### src/rtl/odd_seq_ctrl.sv
// odd_seq_ctrl: command-driven sequencer that streams odd values start..limit
// to a consumer over a valid/ready link, repeating the pass a programmable
// number of times, and reporting busy/done/err status.

module odd_seq_ctrl #(
  parameter int WIDTH  = 8,
  parameter int RUNS_W = 4
) (
  input  logic              clk,
  input  logic              reset,
  input  logic              cmd_valid,
  output logic              cmd_ready,
  input  logic [WIDTH-1:0]  cmd_start,
  input  logic [WIDTH-1:0]  cmd_limit,
  input  logic [RUNS_W-1:0] cmd_runs,
  input  logic              abort,
  output logic [WIDTH-1:0]  cnt_o,
  output logic              cnt_valid,
  input  logic              cnt_ready,
  output logic              busy,
  output logic              done,
  output logic              err
);

  typedef enum logic [1:0] {
    IDLE,
    RUN,
    DONE
  } state_t;

  state_t state;

  logic [WIDTH-1:0]  start_q;
  logic [WIDTH-1:0]  limit_q;
  logic [RUNS_W-1:0] runs_q;
  logic [RUNS_W-1:0] pass_q;

  logic [WIDTH-1:0]  cap_start;
  logic              cap_bad;
  logic [WIDTH:0]    nxt;
  logic              last_pass;
  logic              transfer;

  // The first value is always odd; a command is rejected when its forced-odd
  // start is above the limit or it asks for zero passes.
  assign cap_start = cmd_start | WIDTH'(1);
  assign cap_bad   = (cap_start > cmd_limit) || (cmd_runs == '0);

  // The step is computed one bit wider so a limit at the top of the range
  // ends the pass instead of wrapping back to a small value.
  assign nxt       = {1'b0, cnt_o} + (WIDTH+1)'(2);
  assign last_pass = (pass_q == (runs_q - RUNS_W'(1)));
  assign transfer  = cnt_valid && cnt_ready;

  assign cmd_ready = (state == IDLE);

  // Sequencer state, captured command and all registered status outputs.
  always_ff @(posedge clk or negedge reset) begin
    if (!reset) begin
      state     <= IDLE;
      start_q   <= '0;
      limit_q   <= '0;
      runs_q    <= '0;
      pass_q    <= '0;
      cnt_o     <= '0;
      cnt_valid <= 1'b0;
      busy      <= 1'b0;
      done      <= 1'b0;
      err       <= 1'b0;
    end else begin
      done <= 1'b0;
      err  <= 1'b0;
      if (abort) begin
        state     <= IDLE;
        cnt_valid <= 1'b0;
        busy      <= 1'b0;
      end else begin
        case (state)
          IDLE: begin
            if (cmd_valid) begin
              if (cap_bad) begin
                err <= 1'b1;
              end else begin
                start_q   <= cap_start;
                limit_q   <= cmd_limit;
                runs_q    <= cmd_runs;
                pass_q    <= '0;
                cnt_o     <= cap_start;
                cnt_valid <= 1'b1;
                busy      <= 1'b1;
                state     <= RUN;
              end
            end
          end
          RUN: begin
            if (transfer) begin
              if (nxt <= {1'b0, limit_q}) begin
                cnt_o <= nxt[WIDTH-1:0];
              end else if (!last_pass) begin
                pass_q <= pass_q + RUNS_W'(1);
                cnt_o  <= start_q;
              end else begin
                cnt_valid <= 1'b0;
                busy      <= 1'b0;
                done      <= 1'b1;
                state     <= DONE;
              end
            end
          end
          DONE: begin
            state <= IDLE;
          end
          default: begin
            state <= IDLE;
          end
        endcase
      end
    end
  end

endmodule

### config.mk
export PLATFORM = sky130hd
export DESIGN_NAME = odd_seq_ctrl
export DESIGN_NICKNAME = d
export VERILOG_FILES = /design/src/rtl/odd_seq_ctrl.sv
export SDC_FILE = /design/constraint.sdc
export NUM_CORES = 1
export LEC_CHECK = 0
export ABC_AREA = 1
export CAP_MARGIN = 10
export CORE_UTILIZATION = 41
export DETAILED_ROUTE_END_ITERATION = 12
export PLACE_DENSITY = 0.68
export SYNTH_ARGS = -nofsm -noshare
export SYNTH_HDL_FRONTEND = slang
export SYNTH_SLANG_ARGS = --single-unit
### constraint.sdc
create_clock -name clk -period 3.24 [get_ports clk]
set_input_delay 0.648 -clock clk [delete_from_list [all_inputs] [get_ports clk]]
set_output_delay 0.648 -clock clk [all_outputs]
set_load 0.03 [all_outputs]
==> results of run 1 <==
metal layers:
layer	up-vias	wire, µm	part of all wire, %
met4	0	53	1.0
met5	-	0	0
met1	958	2610	50
met3	5	216	4.1
li1	1121	-	-
met2	49	2350	45
report_power, final:
part	switching, mW	internal, mW	leakage (nW)	total, mW
Sequential	0.110	0.602	0.466	0.712
Clock	0.169	0.251	0.0585	0.420
Combinational	0.735	0.469	1.08	1.20
Total	1.01	1.32	1.60	2.34
kinds of logic (layout without fill, tap and decap cells):
logic type	after synthesis	after routing	share of synthesized area, %
and+or+nand+nor	192	192	34.1
xor gates and xnor gates	9	9	3.23
adders and majority gates	18	18	9.23
AOI/OAI and AO/OA	24	24	6.00
buffers and inverters	57	96	9.48
DFF	37	37	37.9
through the flow:
step                      setup slack (ns)  instances  cell area (µm²)
final                                0.444        448             2980
after global routing                 0.217        448             2980
after CTS                            0.441        448             2980
after detailed placement             0.362        440             2860
after global placement               0.381        440             2860
after floorplan                      0.644        337             2440
layout by cell type, fill, tap and decap left out, types with 2 or more instances in the layout:
cell / synthesis / final
nand2_2: 2 / 2
nand3b_1: 8 / 8
a21o_1: 2 / 2
xor2_1: 5 / 5
dfrtp_1: 37 / 37
clkbuf_8: 0 / 6
inv_1: 40 / 40
nor2_2: 2 / 3
buf_4: 2 / 3
nand2_1: 128 / 128
nand2_4: 2 / 2
nand3_1: 21 / 21
a21oi_1: 5 / 5
nand4_1: 2 / 2
a21boi_2: 2 / 2
o21ai_1: 12 / 12
ha_1: 18 / 18
inv_2: 9 / 9
clkdlybuf4s50_1: 0 / 35
xnor2_1: 4 / 4
nor2_1: 22 / 21
final timing paths:
check	startpoint	endpoint	slack, ns	depth (start not counted)
hold / removal	reset	err	0.46	1
setup reg to reg	cnt_o[1]	cnt_o[0]	0.44	15
max in group asynchronous	reset	start_q[3]	2.26	1
setup / recovery	cnt_o[1]	cnt_o[0]	0.44	15
min in group clk	start_q[0]	start_q[0]	0.46	2
hold reg to reg	start_q[0]	start_q[0]	0.46	2
state kept, by name, indices dropped and copies added (netlist names):
name,cells
err,1
runs_q,4
start_q,8
state,2
pass_q,4
limit_q,8
busy,1
cnt_o,8
done,1
cell type report:
class | count | area share, %
clock inverter | 1 | 1.01
multi-input combinational | 243 | 43.2
inverter | 49 | 6.17
timing repair buffer | 39 | 12.7
sequential | 37 | 31.1
tap | 72 | 3.02
clock buffer | 7 | 2.90
==> reports/results.tsv, run 1 <==
metric	value	unit
met1_usage	26.2	%
drt-wirelength-per-cell	11.7	µm
cts_buffer_depth	2	
drt_drc_violations_left	0	
startpoint_type	flop	
path_class	flop to flop	
synth_fp_nets	380	
finClkSkew	0.00530	ns
grt_pass1_wl	8.94	mm
grt_max_degree	38	
synth_area_leaders	dfrtp_1, nand2_1, ha_1	
post_cts_buffers	0	
peakVddDrop	0.000339	V
io_pins	38	
cts_tree	built	
diodes	0	
hold_ws	0.456	ns
syn_avg_cell_area	7.24	µm²
cpPeakStageDelay	0.41	ns
synthCells	337	
p_leak	1.60	nW
rsz0062_at_grt	no	
ys_seq_elements	37	
postRouteAntennaNets	0	
setup_tns	0	ns
clock_sinks	37	
start_util	43.5	%
wirelength	5.23	mm
viasPerCell	4.76	
yosysUniqueCellTypes	30	
setup_viol	0	
endpoint_kind	flop	
crit_fanout	11	
grt_busiest_layer	met2	
maxCapViolations	0	
groute.usage.overall	18.3	%
synthArstFlopShare	100	%
io_buffers	36	
hold_class	input port to async pin	
synth_edf_count	0	
clock_tree.root_cell	clkbuf_8	
cpMostUsedCell	nand2_1	
ys_warn_count	0	
critPathTopFamily	simple AND/OR/NAND/NOR gates	
finalCritPeriodShare	86.3	%
finalPower	2.34	mW
final_hold_viol_count	0	
drive_above_1_share	8.78	%
grt.overflow.total	0	
die_w	79.2	µm
core_area	5610	µm²
std_cell_rows	27	
pwr_density_cell	784	nW/µm²
h-tree-depth	2	
die_h	79.2	µm
status	finished clean	
slew_viol_final	0	
ys_seq_area_share	37.9	%
fin_crit	2.80	ns
grt_pass1_vias	1885	
clock_latency	0.29	ns
vias	2133	
final_util	53.1	%
hold_buffers	0	
cts_resized	0	
use_met3	3.10	%
critPathSlowestCell	dfrtp_1	
synth_top_cell_by_area	dfrtp_1	
numCtsBuffers	5	
worstPathCellList	ha_1 -> nand2_1 -> nor2_1 -> nand2_1 -> xor2_1 -> inv_1 -> ha_1 -> and3_1 -> nand2_1 -> nand2_4 -> nand2_2 -> a21boi_2 -> nand2_2 -> nand2_1 -> nand2_1	
nets	418	
register_area	926	µm²
worstPathRequired	3.43	ns
arrival	2.98	ns
multi_input_area	1290	µm²
grtUsageMet2	28.3	%
ys.flop_type	dfrtp_1	
maxSlewHeadroom	44.0	%
worst_pin_slew	0.839	ns
first_pass_iters	4	
fmax	358	MHz
clk_pin_slew	0.08	ns
antenna_found_initial	0	
dp_hpwl	3.94	mm
fillers	563	
gp_congestion	0.857	
syn_area	2440	µm²
drtIter0Drc	119	
path_buf_inv	1	
yosysTopAreaCellShare	37.9	%
synthToLayoutAreaGrowth	22.1	%
die-area	6270	µm²
synth_common_cells	nand2_1, inv_1, dfrtp_1, nor2_1, nand3_1	
synth.most_common_cell	nand2_1	
(Power assumes the default switching activity.)
==> run 2, diff against run 1 <==
Settings changed: CORE_MARGIN set to 3, CORE_UTILIZATION 41 to 54, PLACE_DENSITY 0.68 to 0.84, SKIP_CTS_REPAIR_TIMING set to 1.
==> reports/results.tsv, run 2 (same netlist as run 1, synthesis figures left out) <==
metric	value	unit	change
status	finished clean		unchanged
grt_max_degree	38		unchanged
vias	2111		was 2133
core_area	4170	µm²	was 5610 µm²
setup_viol	0		unchanged
dp.cells	416		was 440
r2r_setup_slack	0.44	ns	about the same
drive_above_1_share	8.29	%	was 8.78%
cts_buffer_depth	2		unchanged
grt.overflow.total	0		unchanged
pwr_density_cell	766	nW/µm²	was 784 nW/µm²
grt_pass1_vias	2044		was 1885
groute.usage.overall	21.3	%	was 18.3%
antenna_found_initial	0		unchanged
worstPathCellList	ha_1 -> nand2_1 -> nor2_1 -> nand2_1 -> xor2_1 -> inv_1 -> ha_1 -> and3_1 -> nand4_2 -> nand2_2 -> a21boi_2 -> nand2_2 -> nand2_1 -> nand2_1		was ha_1 -> nand2_1 -> nor2_1 -> nand2_1 -> xor2_1 -> inv_1 -> ha_1 -> and3_1 -> nand2_1 -> nand2_4 -> nand2_2 -> a21boi_2 -> nand2_2 -> nand2_1 -> nand2_1
die_h	73.2	µm	was 79.2 µm
wirelength	5.01	mm	was 5.23 mm
die-area	5360	µm²	was 6270 µm²
cts_tree	built		unchanged
fin_crit	2.80	ns	about the same
rsz0062_at_grt	no		unchanged
clock_sinks	37		unchanged
h-tree-depth	2		unchanged
diodes	0		unchanged
final.setup.worst_slack	0.437	ns	was 0.444 ns
endpoint_kind	flop		unchanged
numCtsBuffers	5		unchanged
fillers	364		was 563
p_leak	1.58	nW	was 1.60 nW
postRouteAntennaNets	0		unchanged
clock_latency	0.30	ns	was 0.29 ns
layout.cells.most_common	nand2_1		unchanged
layout_common_cells	nand2_1, inv_1, dfrtp_1, clkdlybuf4s50_1, nor2_1		was nand2_1, inv_1, dfrtp_1, clkdlybuf4s50_1
peakVddDrop	0.000391	V	was 0.000339 V
dp_slack	0.332	ns	was 0.362 ns
start_util	58.5	%	was 43.5%
cpMostUsedCell	nand2_1		unchanged
crit_start	cnt_o[1]		unchanged
startpoint_type	flop		unchanged
synthToLayoutAreaGrowth	19.0	%	was 22.1%
final-instance-count-excl-fill	424		was 448
finalCritPeriodShare	86.5	%	was 86.3%
maxCapViolations	0		unchanged
crit_fanout	11		unchanged
worstPathRequired	3.44	ns	was 3.43 ns
slew_viol_final	0		unchanged
worst_pin_slew	0.848	ns	was 0.839 ns
fmax	357	MHz	was 358 MHz
finalPower	2.22	mW	was 2.34 mW
path_class	flop to flop		unchanged
hold_class	input port to async pin		unchanged
finClkSkew	0.00804	ns	was 0.00530 ns
cpPeakStageDelay	0.42	ns	was 0.41 ns
viasPerCell	4.98		was 4.76
setup_tns	0	ns	unchanged
gp_congestion	0.782		was 0.857
critPathSlowestCell	dfrtp_1		unchanged
die_w	73.2	µm	was 79.2 µm
top_regs	cnt_o (8), limit_q (8), start_q (8)		unchanged
reg2reg_from	cnt_o[1]		unchanged
io_buffers	36		unchanged
arrival	3.00	ns	was 2.98 ns
dp_hpwl	3.94	mm	about the same
grt_pass1_wl	8.69	mm	was 8.94 mm
io_pins	38		unchanged
drt-wirelength-per-cell	11.8	µm	was 11.7 µm
std_cell_rows	23		was 27
nets	416		was 418
final_util	69.6	%	was 53.1%
first_pass_iters	4		unchanged
drtIter0Drc	72		was 119
maxSlewHeadroom	43.2	%	was 44.0%
clock_tree.root_cell	clkbuf_8		unchanged
clk_pin_slew	0.08	ns	about the same
drt_drc_violations_left	0		unchanged
final_hold_viol_count	0		unchanged
==> run 2: cell count changes in the layout (fill, tap and decap cells not counted) <==
cell	change
buf_4	-2
clkinv_2	+2
bufinv_16	-1
clkbuf_1	-1
clkbuf_8	-1
clkinvlp_4	+1
nor2_1	+1
nor2_2	-1
==> run 2: per-stage QoR <==
step           hold WS (ns)  cell area (µm²)
2_1_floorplan         0.352             2440
3_3_place_gp          0.433             2820
3_5_place_dp          0.442             2820
4_1_cts               0.459             2910
5_1_grt               0.492             2910
6_report              0.427             2910
==> run 2: where the power goes <==
part           internal, mW  switching, mW
sequential            0.602          0.111
clock                 0.148          0.170
combinational         0.466          0.727
total                  1.22           1.01
==> run 2: area by class of cell <==
class | instances | area, µm² | area share (%)
repair buffers | 37 | 363 | 12.5
clock buffers | 5 | 68.8 | 2.37
inverters | 49 | 184 | 6.33
clock inverters | 3 | 17.5 | 0.603
multi-input cells | 243 | 1280 | 44.2
well taps | 50 | 62.6 | 2.15
flip-flops and latches | 37 | 926 | 31.9
==> run 2: critical path: cells and delay by family, from the launching register on <==
kind	cells	cell delay (ns)
XOR/XNOR	1	0.20
adder cells (fa/ha/maj)	2	0.50
flip-flops	1	0.42
AND/OR/NAND/NOR	9	1.18
buffers and inverters	1	0.07
AO/OA/AOI/OAI	1	0.33
==> run 2: per-layer routing <==
| layer | GRT usage [%] | part of all wire (%) | vias up |
|---|---|---|---|
| met5 | 0 | 0 | - |
| met3 | 4.68 | 3.9 | 9 |
| li1 | - | - | 1115 |
| met4 | 7.79 | 1.8 | 0 |
| met2 | 38.0 | 52 | 33 |
| met1 | 24.7 | 42 | 954 |
==> run 2: path summary, 6_finish.rpt <==
path,to,cells after the start
worst max-delay path,pass_q[1],14
worst min-delay path,runs_q[1],1
worst max register to register,pass_q[1],14
worst min register to register,start_q[0],2
max in group asynchronous,busy,1
min in group clk,start_q[0],2
==> run 3, diff against run 2 <==
Settings changed: ABC_CLOCK_PERIOD_IN_PS set to 3240, CTS_CLUSTER_SIZE set to 10.
==> results of run 3 <==
Final layout, timing and power as in run 2 (identical DEF).
